$ cat config.mk
export PLATFORM = sky130hd
export DESIGN_NAME = quad_input_filter_flat
export DESIGN_NICKNAME = d
export VERILOG_FILES = /design/src/rtl/quad_input_filter_pkg.sv /design/src/rtl/quad_input_filter_if.sv /design/src/rtl/quad_input_filter_debounce_channel.sv /design/src/rtl/quad_input_filter.sv /design/src/flat_wrapper.sv
export SDC_FILE = /design/constraint.sdc
export NUM_CORES = 1
export LEC_CHECK = 0
export BUFFER_PORTS_ARGS = -buffer_cell sky130_fd_sc_hd__buf_2
export CAP_MARGIN = 20
export CORE_UTILIZATION = 50
export CTS_CLUSTER_DIAMETER = 80
export DETAILED_ROUTE_END_ITERATION = 10
export PLACE_DENSITY = 0.69
export SLEW_MARGIN = 20
export SYNTH_ARGS = -nofsm -noshare
export SYNTH_HDL_FRONTEND = slang
export SYNTH_SLANG_ARGS = --single-unit
export TNS_END_PERCENT = 20
$ cat constraint.sdc
create_clock -name clk -period 2.8 [get_ports clk]
set_input_delay 0.14 -clock clk [delete_from_list [all_inputs] [get_ports clk]]
set_output_delay 0.14 -clock clk [all_outputs]
set_load 0.05 [all_outputs]
$ cat src/rtl/quad_input_filter_pkg.sv
// Shared constants and helpers for the quadrature input filter.
package quad_pkg;

  localparam int unsigned STABLE_CYCLES_DEF = 1000;
  localparam int unsigned ERR_W_DEF         = 8;

  // Ceiling log2 with a floor of 1 bit, used to size the stability counter.
  function automatic int unsigned clog2(input int unsigned v);
    int unsigned r;
    r = 0;
    for (int unsigned i = 0; i < 32; i++) begin
      if ((64'd1 << i) < 64'(v)) r = i + 1;
    end
    return (r == 0) ? 1 : r;
  endfunction

endpackage

$ cat src/rtl/quad_input_filter_if.sv
// Encoder-side bus: raw A/B lines in, conditioned lines and error status out.
interface quad_input_filter_if
  import quad_pkg::*;
#(
  parameter int unsigned ERR_W = ERR_W_DEF
);

  logic             A;
  logic             B;
  logic             clear_err;
  logic             A_clean;
  logic             B_clean;
  logic             ready;
  logic             err;
  logic [ERR_W-1:0] err_count;

  modport master (
    output A, B, clear_err,
    input  A_clean, B_clean, ready, err, err_count
  );

  modport slave (
    input  A, B, clear_err,
    output A_clean, B_clean, ready, err, err_count
  );

endinterface

$ cat src/rtl/quad_input_filter_debounce_channel.sv
// One encoder line: two-flop synchroniser, stability counter and clean output flop.
module debounce_channel
  import quad_pkg::*;
#(
  parameter int unsigned STABLE_CYCLES = STABLE_CYCLES_DEF,
  parameter int unsigned CNT_W         = clog2(STABLE_CYCLES_DEF)
) (
  input  logic clk,
  input  logic rst_n,
  input  logic raw_i,
  output logic synced_o,
  output logic clean_o,
  output logic flip_c
);

  localparam logic [CNT_W-1:0] CNT_MAX = CNT_W'(STABLE_CYCLES - 1);

  logic             s1_q;
  logic             s2_q;
  logic             clean_q;
  logic             clean_d;
  logic [CNT_W-1:0] cnt_q;
  logic [CNT_W-1:0] cnt_d;

  // Follow the synced level only after it has differed for STABLE_CYCLES cycles.
  always_comb begin
    cnt_d   = cnt_q;
    clean_d = clean_q;
    flip_c  = 1'b0;
    if (s2_q == clean_q) begin
      cnt_d = '0;
    end else if (cnt_q == CNT_MAX) begin
      clean_d = s2_q;
      cnt_d   = '0;
      flip_c  = 1'b1;
    end else begin
      cnt_d = cnt_q + CNT_W'(1);
    end
  end

  // Synchroniser, counter and clean level registers.
  always_ff @(posedge clk or negedge rst_n) begin
    if (!rst_n) begin
      s1_q    <= 1'b0;
      s2_q    <= 1'b0;
      clean_q <= 1'b0;
      cnt_q   <= '0;
    end else begin
      s1_q    <= raw_i;
      s2_q    <= s1_q;
      clean_q <= clean_d;
      cnt_q   <= cnt_d;
    end
  end

  assign synced_o = s2_q;
  assign clean_o  = clean_q;

endmodule

$ cat src/rtl/quad_input_filter.sv
// Debounces the encoder A/B lines and flags simultaneous (illegal) clean toggles.
module quad_input_filter
  import quad_pkg::*;
#(
  parameter int unsigned STABLE_CYCLES = STABLE_CYCLES_DEF,
  parameter int unsigned CNT_W         = clog2(STABLE_CYCLES),
  parameter int unsigned ERR_W         = ERR_W_DEF
) (
  input  logic                clk,
  input  logic                rst_n,
  quad_input_filter_if.slave  bus
);

  localparam logic [1:0]       FILL_FULL = 2'd2;
  localparam logic [ERR_W-1:0] ERR_MAX   = {ERR_W{1'b1}};

  logic             a_s2, a_clean, a_flip;
  logic             b_s2, b_clean, b_flip;
  logic [1:0]       fill_q, fill_d;
  logic             ready_q, ready_d;
  logic             err_q, err_d;
  logic [ERR_W-1:0] err_cnt_q, err_cnt_d;

  debounce_channel #(.STABLE_CYCLES(STABLE_CYCLES), .CNT_W(CNT_W)) u_deb_a (
    .clk(clk), .rst_n(rst_n), .raw_i(bus.A),
    .synced_o(a_s2), .clean_o(a_clean), .flip_c(a_flip)
  );

  debounce_channel #(.STABLE_CYCLES(STABLE_CYCLES), .CNT_W(CNT_W)) u_deb_b (
    .clk(clk), .rst_n(rst_n), .raw_i(bus.B),
    .synced_o(b_s2), .clean_o(b_clean), .flip_c(b_flip)
  );

  // Fill tracking, arming, illegal-toggle detection and saturating error count.
  always_comb begin
    fill_d    = fill_q;
    ready_d   = ready_q;
    err_d     = 1'b0;
    err_cnt_d = err_cnt_q;
    if (fill_q != FILL_FULL) fill_d = fill_q + 2'd1;
    if (fill_q == FILL_FULL && a_s2 == a_clean && b_s2 == b_clean) ready_d = 1'b1;
    // Both clean flops change on the coming edge: a skipped quadrature state.
    err_d = ready_q & a_flip & b_flip;
    if (bus.clear_err) begin
      err_cnt_d = '0;
    end else if (err_d && err_cnt_q != ERR_MAX) begin
      err_cnt_d = err_cnt_q + ERR_W'(1);
    end
  end

  // Status registers.
  always_ff @(posedge clk or negedge rst_n) begin
    if (!rst_n) begin
      fill_q    <= '0;
      ready_q   <= 1'b0;
      err_q     <= 1'b0;
      err_cnt_q <= '0;
    end else begin
      fill_q    <= fill_d;
      ready_q   <= ready_d;
      err_q     <= err_d;
      err_cnt_q <= err_cnt_d;
    end
  end

  assign bus.A_clean   = a_clean;
  assign bus.B_clean   = b_clean;
  assign bus.ready     = ready_q;
  assign bus.err       = err_q;
  assign bus.err_count = err_cnt_q;

endmodule

$ cat src/flat_wrapper.sv
// flat-port wrapper written by rule: the top's interface ports become plain ports
module quad_input_filter_flat import quad_pkg::*;
#(
  parameter int unsigned STABLE_CYCLES = STABLE_CYCLES_DEF,
  parameter int unsigned CNT_W         = clog2(STABLE_CYCLES),
  parameter int unsigned ERR_W         = ERR_W_DEF
)
  (clk, rst_n, bus_A, bus_B, bus_clear_err, bus_A_clean, bus_B_clean, bus_ready, bus_err, bus_err_count);
  quad_input_filter_if #(.ERR_W(ERR_W)) bus_i ();
  input  logic clk;
  input  logic rst_n;
  input wire logic [$bits(bus_i.A)-1:0] bus_A;
  input wire logic [$bits(bus_i.B)-1:0] bus_B;
  input wire logic [$bits(bus_i.clear_err)-1:0] bus_clear_err;
  output wire logic [$bits(bus_i.A_clean)-1:0] bus_A_clean;
  output wire logic [$bits(bus_i.B_clean)-1:0] bus_B_clean;
  output wire logic [$bits(bus_i.ready)-1:0] bus_ready;
  output wire logic [$bits(bus_i.err)-1:0] bus_err;
  output wire logic [$bits(bus_i.err_count)-1:0] bus_err_count;
  assign bus_i.A = bus_A;
  assign bus_i.B = bus_B;
  assign bus_i.clear_err = bus_clear_err;
  assign bus_A_clean = bus_i.A_clean;
  assign bus_B_clean = bus_i.B_clean;
  assign bus_ready = bus_i.ready;
  assign bus_err = bus_i.err;
  assign bus_err_count = bus_i.err_count;
  quad_input_filter #(.STABLE_CYCLES(STABLE_CYCLES), .CNT_W(CNT_W), .ERR_W(ERR_W)) u_core (.clk(clk), .rst_n(rst_n), .bus(bus_i));
endmodule
# --- Yosys cells after proc, flatten, opt, wreduce, memory -nomap -nowiden ---
# Cells that the tools add are included.
totals:
  mem_bits_ro: 0
  latch_bits: 0
  out_inout_bits: 12
  register_bits: 38
  memories: 0
  ram_bits: 0
  in_bits: 5
  word_cells: 43
classes:
  mul: 0
  n_eq_ne: 7
  n_bitwise: 4
  magnitude_cmp: 0
  div: 0
  add_sub_neg: 4
  muxes: 10
  shifts: 0
  n_reduce_logical: 6
op_table:
  columns: ["op", "count"]
  rows:
  - ["10-bit 2-to-1 mux", 4]
  - ["10-bit by 1-bit adder with 10-bit output, second input constant", 2]
  - ["10-bit == test, second input constant", 2]
  - ["8-bit 2-to-1 mux", 2]
  - ["8-bit by 1-bit adder with 8-bit output, second input constant", 1]
  - ["8-bit inequality test, second input constant", 1]
  - ["1-bit 2-to-1 mux", 4]
  - ["2-bit AND reduction", 2]
  - ["1-bit logical AND", 3]
  - ["2-bit by 1-bit adder with 2-bit output, second input constant", 1]
  - ["1-bit bitwise AND", 2]
  - ["1-bit == test", 2]
  - ["2-bit == test, second input constant", 1]
  - ["2-bit inequality test, second input constant", 1]
  - ["1-bit inverter", 2]
  - ["2-bit nonzero test", 1]

# --- Depth between registers and ports, before layout ---
logic_depth:
  depth_word: 8
  mapped_depth: 7
  depth_no_buf: 6

# --- Cells and area by module ---
# Synthesis repeated with hierarchy kept, for this count alone.
hier_totals:
  cells_unflattened: 166
  area_unflattened_um2: 1858.0
by_module_without_submodules:
  columns: ["module", "seq_area_each_um2", "area_per_inst_um2", "instances", "cells_per_inst"]
  rows:
  - ["debounce_channel", 325.3, 604.3, 2, 54]
  - ["quad_input_filter", 300.3, 649.4, 1, 58]

# --- Worst setup path before layout ---
# OpenSTA, ideal clock, no wires.
synth_path:
  kind: "register to register"
  from: "register u_core.u_deb_a.cnt_q[4]"
  to: "register u_core.err_cnt_q[5] (netlist: u_core.bus.err_count[5])"
  arrival_time_ns: 2.035
  t_required_ns: 2.672
  stages_incl_launch_ff: 6
  setup_ns: 0.128
  slack_ns: 0.637
  path_cell_list: "dfrtp_1 -> or3b_1 -> or3_4 -> nor4_4 -> nand4_1 -> mux2_1"
synth_via:
  elab_chain_len: 7
synth_rtl:
  columns: ["element", "line_no", "rtl"]
  rows:
  - ["from (decl)", "quad_input_filter_debounce_channel.sv:22", "logic [CNT_W-1:0] cnt_q;"]
  - ["from (signal assigned)", "quad_input_filter_debounce_channel.sv:52", "cnt_q <= cnt_d;"]
  - ["10-bit == test", "quad_input_filter_debounce_channel.sv:32", "end else if (cnt_q == CNT_MAX) begin"]
  - ["1-bit 2-to-1 mux", "quad_input_filter_debounce_channel.sv:32", null]
  - ["1-bit 2-to-1 mux", "quad_input_filter_debounce_channel.sv:30", "if (s2_q == clean_q) begin"]
  - ["1-bit bitwise AND (2 in series)", "quad_input_filter.sv:43", "err_d = ready_q & a_flip & b_flip;"]
  - ["1-bit logical AND", "quad_input_filter.sv:46", "end else if (err_d && err_cnt_q != ERR_MAX) begin"]
  - ["2-bit nonzero test (no source line)", null, null]
  - ["to (signal assigned)", "quad_input_filter.sv:62", "err_cnt_q <= err_cnt_d;"]
  - ["to (decl)", "quad_input_filter.sv:22", "logic [ERR_W-1:0] err_cnt_q, err_cnt_d;"]
# Every way passes these cells.
# A chain may end at the register's enable or synchronous reset.

# --- Worst setup path after layout ---
layout_path:
  from: "register u_core.u_deb_a.cnt_q[4]"
  to: "register u_core.err_cnt_q[3] (netlist: u_core.bus.err_count[3])"
# Same word-level chain as after synthesis.

==> flow_summary.toml <==
[outcome]
status = "completed"

[yosys]
synth_nets = 167
ys.flop_type = "dfrtp_1"
synth_area_leaders = "dfrtp_1 (54%), xnor2_1 (7.5%), nor2_1 (5.6%), ha_1 (2.9%), nand4_1 (2.9%)"
synthCells = 158
synth_area_leader_cell = "dfrtp_1"
synth_cell_types = 32
synth.avg_cell_area_sq_um = 11.0
yosysSeqAreaShare = 0.545
synth_edf_count = 0
ys_warn_count = 0
synth_top_area_frac = 0.545
synth_area_sq_mm = 0.00175
async_flop_share = 1.00
synth_seq_cells = 38

[setup_path]
crit_path_max_fanout = 6
rr_worst_depth = 5
path_cells = "or3b_1 > or3_4 > nor4_4 > nand4_1 > mux2_1"
critPathLaunch = "u_core.u_deb_a.cnt_q[4]$_DFF_PN0_"
arrival_ns = 2.53
worstPathRequired_ns = 3.03
crit_path_max_incr_delay_ns = 0.46
r2r_start = "u_core.u_deb_a.cnt_q[4]$_DFF_PN0_"
r2r_setup_slack_ns = 0.50
cp-end-kind = "flop"
cpMaxStageDelayCell = "nor4_4"
start_kind = "flop"
worstSetupPathType = "reg -> reg"
r2r_end = "u_core.bus.err_count[3]$_DFFE_PN0P_"

[floorplanning]
die_y_um = 61.1
pin_count = 17
num_rows = 21
die_area_sq_mm = 0.00373
fp.coreArea_sq_mm = 0.00334
fp.dieW_um = 61.1
initial_core_util = 0.523

[clock_tree]
cts_tree = "built"
cts_buffers = 5
clock-sinks = 38
post_cts_buffers = 0
worstSkewPairLatency_ns = 0.34
ctsRootBufferMaster = "clkbuf_4"
htree_levels = 2
clk_path_buf_depth = 2
path_clk_slew_ns = 0.12

[global_route]
grt_pass1_wl_um = 5380
grt_remaining_overflow = 0
grt_pass1_vias = 1208
grt_usage = 0.202
antenna_found_initial = 0
grt_max_degree = 39

[sta]
fmax_mhz = 435
setup_viol = 0
tightestPinTransition_ns = 0.805
slew_headroom = 0.463
fin_setup_tns_ns = 0
drv_slew = 0
period_share = 0.821
min_period_ns = 2.30
fin_skew_ns = 0.0101
final_hold_viol_count = 0
rsz0062_at_grt = "no"

[min_path]
hp-class = "in -> reg"
worstHoldStart = "bus_clear_err"
min_path_cells = 2
hold_end = "u_core.bus.err_count[0]$_DFFE_PN0P_"

[routing]
drtAntennaViolNets = 0
wl_per_cell_um = 13.2
viasPerCell = 5.34
firstDrtPassIters = 4
drt-initial-drc-count = 59
routed_wl_um = 3030
drcViolationCount = 0
num_vias = 1223

[job]
drv.max_cap_violation_count = 0

[cells_and_area]
antenna_cells = 0
post-route-util = 0.590
fillers = 289
seq_area_sq_um = 951
multi_input_area_sq_um = 772
syn_to_final_growth_pct = 12.8
finalNetCount = 191
drive_gt1_frac = 0.169
final_cells = 229

[power_and_ir_drop]
ir_drop_v = 0.000293
powerDensity_mw_per_mm2 = 461
total_leakage_power_nw = 0.897

[placement]
dp_hpwl_um = 2120
dp.cells = 218
io_buffer_count = 16
gp_congestion = 0.845
## metrics by stage
stage	hold WS [ns]	area (sq um)	setup slack, ns	total power [W]
floorplan	-0.156	1750	0.637	0.000595
CTS	0.0700	1970	0.484	0.000922
finish	0.0780	1970	0.501	0.000909
detailed placement	0.250	1880	0.489	0.000615
global placement	0.248	1880	0.567	0.000613
global route	0.0739	1970	0.374	0.000957
## metal layers
layer  up-vias  part of all wire  track usage
li1        601                 -            -
met1       590              0.48        0.263
met2        26              0.46        0.301
met3         6             0.041       0.0777
met4         0             0.018       0.0877
met5         -                 0            0
## cell type report
type	instances	area share
clock inverters	2	0.00635
repair buffers	19	0.0559
well taps	46	0.0292
multi-input cells	114	0.392
inverters	4	0.00762
flip-flops and latches	38	0.483
clock buffers	6	0.0260
## state kept, by name, indices dropped and copies added (netlist names)
| signal | cells |
|---|---|
| u_core.u_deb_a.cnt_q | 10 |
| u_core.u_deb_b.cnt_q | 10 |
| u_core.bus.err_count | 8 |
| u_core.fill_q | 2 |
| u_core.bus.err | 1 |
| u_core.bus.ready | 1 |
| u_core.u_deb_a.clean_o | 1 |
| u_core.u_deb_a.s1_q | 1 |
| u_core.u_deb_a.synced_o | 1 |
| u_core.u_deb_b.clean_o | 1 |
| u_core.u_deb_b.s1_q | 1 |
| u_core.u_deb_b.synced_o | 1 |
## critical path: cells and delay by family, from the launching register on
family           cells  cell delay (ns)
and+or+nand+nor      4             1.42
DFF                  1             0.42
muxes                1             0.35
## synthesized netlist by cell type (all sizes together) (2+ instances only)
library cell,n
dfrtp,38
nor2,26
xnor2,15
nand4,8
nand3,7
nand2,6
or3,6
and3,5
mux2,5
nor2b,5
ha,4
inv,4
xor2,4
a21oi,3
and4,3
nor4,3
o21ai,3
clkbuf,2
mux2i,2
## report_power, final
part / switching (W) / leakage (nW) / internal (W)
sequential: 0.00000809 / 0.506 / 0.000558
clock: 0.000181 / 0.0343 / 0.000121
combinational: 0.0000258 / 0.356 / 0.0000143
## worst max-delay path by stage
stage	endpoint	slack, ns
final	u_core.bus.err_count[3]$_DFFE_PN0P_	0.50
after global routing	u_core.bus.err_count[3]$_DFFE_PN0P_	0.37
after CTS	u_core.bus.err_count[3]$_DFFE_PN0P_	0.48
after detailed placement	u_core.bus.err_count[3]$_DFFE_PN0P_	0.49
after global placement	u_core.bus.err_count[3]$_DFFE_PN0P_	0.57
after floorplan	u_core.bus.err_count[5]$_DFFE_PN0P_	0.64
## cell families after synthesis
family          count (synthesis)  share of synthesized area
fa+ha+maj                       4                     0.0287
xor+xnor                       19                     0.0953
buf+inv                         6                     0.0129
mux                             7                     0.0437
simple gates                   73                      0.234
flops                          38                      0.545
compound gates                 11                     0.0401
## placed cells by master, fill, tap and decap left out, types with 6 or more instances in the layout
cell and count:
buf_2 16, dfrtp_1 38, nand2_1 6, nand3_1 7, nand4_1 8, nor2_1 26
xnor2_1 15
## repair_timing
item                                   4_1_cts  5_1_grt
endpoints found under the hold margin       40        0
gates resized for setup                      0        0
hold buffers                                 3        0
setup endpoints to repair                    0        0
No activity file was read; power rests on OpenSTA's default activity.
